$ cat config.mk
export PLATFORM = sky130hd
export DESIGN_NAME = fpmul_stream_ctrl
export DESIGN_NICKNAME = d
export VERILOG_FILES = /design/src/rtl/fpmul_stream_ctrl.sv
export SDC_FILE = /design/constraint.sdc
export NUM_CORES = 1
export LEC_CHECK = 0
export CORE_ASPECT_RATIO = 0.7
export CORE_MARGIN = 5
export CORE_UTILIZATION = 53
export DETAILED_ROUTE_END_ITERATION = 8
export GPL_ROUTABILITY_DRIVEN = 1
export GPL_TIMING_DRIVEN = 1
export PLACE_DENSITY = 0.79
export RECOVER_POWER = 100
export SETUP_SLACK_MARGIN = 0.15
export SYNTH_ARGS = -nofsm -noshare
export SYNTH_HDL_FRONTEND = slang
export SYNTH_SLANG_ARGS = --single-unit
$ cat constraint.sdc
create_clock -name clk -period 3.7 [get_ports clk]
set_input_delay 0.555 -clock clk [delete_from_list [all_inputs] [get_ports clk]]
set_output_delay 0.555 -clock clk [all_outputs]
set_load 0.02 [all_outputs]
$ cat src/rtl/fpmul_stream_ctrl.sv
// Valid/ready wrapper around the free-running FPmul pipeline: issues operand pairs,
// tracks real work through the pipe and buffers products in a credit-guarded FWFT FIFO.
module fpmul_stream_ctrl #(
  parameter int MUL_LAT    = 4,
  parameter int FIFO_DEPTH = 8
) (
  input  logic        clk,
  input  logic        rst,
  input  logic        in_valid,
  output logic        in_ready,
  input  logic [31:0] in_a,
  input  logic [31:0] in_b,
  output logic [31:0] mul_a,
  output logic [31:0] mul_b,
  input  logic [31:0] mul_z,
  output logic        out_valid,
  input  logic        out_ready,
  output logic [31:0] out_z,
  output logic        busy
);

  localparam int PW    = $clog2(FIFO_DEPTH);
  localparam int CNT_W = $clog2(FIFO_DEPTH + 1);
  localparam int INF_W = $clog2(MUL_LAT + 1);
  localparam int SUM_W = $clog2(FIFO_DEPTH + MUL_LAT + 1);

  logic [MUL_LAT-1:0] vld_sr_q, vld_sr_d;
  logic [INF_W-1:0]   inflight_q, inflight_d;
  logic [CNT_W-1:0]   fifo_cnt_q, fifo_cnt_d;
  logic [PW-1:0]      wr_ptr_q, wr_ptr_d;
  logic [PW-1:0]      rd_ptr_q, rd_ptr_d;
  logic [31:0]        hold_z_q, hold_z_d;
  logic [31:0]        mem_q [FIFO_DEPTH];
  logic [SUM_W-1:0]   credit_used;
  logic               fire_in, fire_out, push;

  // Every accepted pair reserves a FIFO slot until it is popped, so a push can never find the FIFO full.
  assign credit_used = SUM_W'(inflight_q) + SUM_W'(fifo_cnt_q);
  assign in_ready    = credit_used < SUM_W'(FIFO_DEPTH);
  assign out_valid   = fifo_cnt_q != '0;
  assign out_z       = out_valid ? mem_q[rd_ptr_q] : hold_z_q;
  assign busy        = (inflight_q != '0) | (fifo_cnt_q != '0);

  assign fire_in  = in_valid & in_ready;
  assign fire_out = out_valid & out_ready;
  assign push     = vld_sr_q[MUL_LAT-1];

  // Idle cycles feed zeros so the pipe never sees stale operands.
  assign mul_a = fire_in ? in_a : 32'h0;
  assign mul_b = fire_in ? in_b : 32'h0;

  always_comb begin
    vld_sr_d   = {vld_sr_q[MUL_LAT-2:0], fire_in};
    inflight_d = inflight_q;
    fifo_cnt_d = fifo_cnt_q;
    wr_ptr_d   = wr_ptr_q;
    rd_ptr_d   = rd_ptr_q;
    hold_z_d   = hold_z_q;

    case ({fire_in, push})
      2'b10:   inflight_d = inflight_q + INF_W'(1);
      2'b01:   inflight_d = inflight_q - INF_W'(1);
      default: inflight_d = inflight_q;
    endcase

    case ({push, fire_out})
      2'b10:   fifo_cnt_d = fifo_cnt_q + CNT_W'(1);
      2'b01:   fifo_cnt_d = fifo_cnt_q - CNT_W'(1);
      default: fifo_cnt_d = fifo_cnt_q;
    endcase

    if (push) begin
      wr_ptr_d = wr_ptr_q + PW'(1);
    end
    if (fire_out) begin
      rd_ptr_d = rd_ptr_q + PW'(1);
      hold_z_d = mem_q[rd_ptr_q];
    end
  end

  always_ff @(posedge clk) begin
    if (rst) begin
      vld_sr_q   <= '0;
      inflight_q <= '0;
      fifo_cnt_q <= '0;
      wr_ptr_q   <= '0;
      rd_ptr_q   <= '0;
      hold_z_q   <= '0;
    end else begin
      vld_sr_q   <= vld_sr_d;
      inflight_q <= inflight_d;
      fifo_cnt_q <= fifo_cnt_d;
      wr_ptr_q   <= wr_ptr_d;
      rd_ptr_q   <= rd_ptr_d;
      hold_z_q   <= hold_z_d;
    end
  end

  // Storage needs no reset; only the pointers and count define what is valid.
  always_ff @(posedge clk) begin
    if (push) begin
      mem_q[wr_ptr_q] <= mul_z;
    end
  end

  a_no_overflow : assert property (@(posedge clk) disable iff (rst)
    !(push && (fifo_cnt_q == CNT_W'(FIFO_DEPTH))));

endmodule

==> impl_metrics.ini <==
[status]
status = finished with violations
violations = max-capacitance violations, max-slew violations

[timing]
fin_ws_ps = 210
post-route-min-period_ps = 3490
finalCritPeriodShare = 0.943
final_hold_viol_count = 0
rsz0062_at_grt = yes
tightest_slew_ps = 2450
finalSetupViolations = 0
drv_slew = 179
slew_headroom = -0.642
finalSetupTns_ps = 0
max_freq_mhz = 287
whs_ps = 453
finClkSkew_ps = 11.3

[die]
dieHeight_um = 138
die_w_um = 193
io_pins = 199
rows = 46
core_area_um2 = 22800
die_area_um2 = 26600
start_util = 0.542

[synth]
ys_warn_count = 0
syn_inst = 726
synth_seq_area_share = 0.705
synth_top_flop_cell = edfxtp_1
async_reset_ff_frac = 0
synth-edff-count = 256
synth_area_um2 = 12400
postSynthAreaPerCell_um2 = 17.1
syn_nets = 836
ys_ff_latch = 308
synthDistinctLibCells = 34

[worst_setup_path]
worst_setup_path_start_kind = flip-flop
r2r_slack_ps = 370
crit_family = buffers and inverters
crit_path_cell_trace = ha_1 -> a31o_2 -> a21oi_4 -> mux2i_4 -> buf_12 -> and2_1 -> clkdlybuf4s50_1
cp.required_ps = 3140
crit_path_start = inflight_q[1]$_SDFFE_PP0P_
r2r_cells = 3
cp_num_buf_inv = 2
worstSetupEndpointType = primary output
rr_startpoint = vld_sr_q[3]$_SDFF_PP0_
cp.arrival_ps = 2940
cp.depth = 7
critPathKind = flip-flop to primary output
max_stage_delay_ps = 600
worstReg2RegEnd = mem_q[5][10]$_DFFE_PP_
critPathMaxFanout = 33
critPathSlowestCell = clkdlybuf4s50_1

[cells_and_area]
ff_latch_area_um2 = 8740
nNetsFinal = 1043
drive_above_1_share = 0.140
multiInputGateArea_um2 = 3310
fillers = 1674
area_growth_pct = 22.9

[drt]
viasPerCell = 5.48
firstDrtPassIters = 5
routed-via-count = 6946
drtAntennaViolNets = 0
routed_wl_um = 28300
wl_per_cell_um = 22.3
drcViolationCount = 0
drtIter0Drc = 575

[power]
p_per_area_nw_per_um2 = 483
ir_worst_vdd_uv = 327
leakage_nw = 4.97

[clocking]
cts-buffers-inserted = 27
clkSinkCount = 308
ctsLongestPathBuffers = 3
insertion_delay_ps = 530
htreeDepth = 1
cts_root_buf = clkbuf_16
clk_pin_slew_ps = 70
cts_tree = built
post_cts_buffers = 0

[global_routing]
antenna_found_initial = 3
grt_start_max_net_pins = 67
grt-ovfl-total = 0
grt_pass1_vias = 7231
grt_pass1_wl_um = 42800
grtUsageTotal = 0.214

[placed_design]
io_buffers = 198
post-place-ws_ps = 598
gp_congestion = 0.845
hpwlAfterDp_um = 17700

[hold_path]
min_to = vld_sr_q[3]$_SDFF_PP0_
min-delay-start = vld_sr_q[2]$_SDFF_PP0_
whs_path_depth = 1
hold_path_class = flip-flop to flip-flop

[job]
cap_violations = 8
-- report_power, final --
group	switching, W	internal, W
logic	0.000375	0.000284
clock network	0.00121	0.00169
registers	0.0000243	0.00377
-- synth_stat cells, types with 3 or more instances --
master | count | share of area
a21oi_1 | 40 | 0.016
and2_1 | 64 | 0.032
buf_1 | 3 | 0.00091
buf_2 | 10 | 0.0040
buf_4 | 5 | 0.0030
buf_6 | 7 | 0.0064
clkbuf_1 | 14 | 0.0042
clkbuf_2 | 3 | 0.0012
dfxtp_1 | 52 | 0.084
edfxtp_1 | 256 | 0.62
ha_1 | 8 | 0.0081
inv_1 | 9 | 0.0027
mux2i_1 | 34 | 0.027
mux4_2 | 64 | 0.12
nand2_1 | 37 | 0.011
nand2b_1 | 4 | 0.0020
nand3_1 | 3 | 0.0012
nor2_1 | 52 | 0.016
nor2b_1 | 4 | 0.0020
o21ai_0 | 3 | 0.0012
o21ai_2 | 30 | 0.021
or4_1 | 3 | 0.0018
xor2_1 | 8 | 0.0057
-- worst max path at each step --
stage / to
after floorplan: mem_q[0][0]$_DFFE_PP_
after global placement: fifo_cnt_q[3]$_SDFFE_PP0P_
after detailed placement: fifo_cnt_q[3]$_SDFFE_PP0P_
after CTS: out_z[15]
after global routing: mem_q[5][10]$_DFFE_PP_
final: mul_b[11]
-- cell families after synthesis --
logic type / share of synthesized area
flops: 0.705
simple gates: 0.0694
mux: 0.144
compound gates: 0.0419
buf+inv: 0.0225
fa+ha+maj: 0.0113
xor+xnor: 0.00636
-- placed cells by master, fill, tap and decap left out, types with 4 or more instances in the layout --
cell type | Yosys | routed
bufinv_16 | 0 | 4
nor2b_1 | 4 | 4
clkdlybuf4s50_1 | 0 | 71
clkinv_1 | 0 | 5
clkbuf_2 | 3 | 5
ha_1 | 8 | 8
nor2_1 | 52 | 52
dlygate4sd2_1 | 0 | 7
edfxtp_1 | 256 | 256
nand2_1 | 37 | 38
and2_1 | 64 | 62
dlygate4sd3_1 | 0 | 64
xor2_1 | 8 | 8
o21ai_0 | 3 | 31
clkbuf_16 | 0 | 28
mux4_2 | 64 | 64
dfxtp_1 | 52 | 48
buf_12 | 0 | 5
buf_4 | 5 | 4
clkbuf_1 | 14 | 68
inv_1 | 9 | 9
nand2b_1 | 4 | 4
a21oi_1 | 40 | 40
mux2i_1 | 34 | 30
-- per-stage QoR --
step                       util  instance area, um2  power (W)  instances
after CTS                 0.688               15700    0.00748       1265
after global placement    0.648               14800    0.00460       1215
final                     0.666               15200    0.00735       1268
after detailed placement  0.648               14800    0.00461       1215
after floorplan               -               12400    0.00422        726
after global routing      0.666               15200    0.00762       1266
-- per-layer routing --
metal,global-route usage,part of all wire,wire length (um)
met4,0.0340,0.015,435
met1,0.320,0.44,12400
met5,0,0.0012,34
met2,0.342,0.49,13800
met3,0.0365,0.057,1610
-- layout make-up --
type	instances	area share
inverters	9	0.00222
multi-input cells	367	0.217
flip-flops and latches	308	0.574
diodes	2	0.000329
clock inverters	15	0.0122
well taps	312	0.0256
repair buffers	220	0.120
clock buffers	35	0.0483
-- flip-flops by register name, indices dropped and copies added, names as in the netlist, named ones only --
signal      flops
inflight_q      3
wr_ptr_q        3
fifo_cnt_q      4
hold_z_q       32
mem_q         256
vld_sr_q        4
rd_ptr_q        3
-- repair_timing --
| action | in CTS | in global routing |
|---|---|---|
| setup endpoints to repair | 85 | 82 |
| gates resized for setup | 7 | 63 |
| hold buffers | 0 | 0 |
| cloned | 0 | 1 |
(Power assumes the default switching activity.)
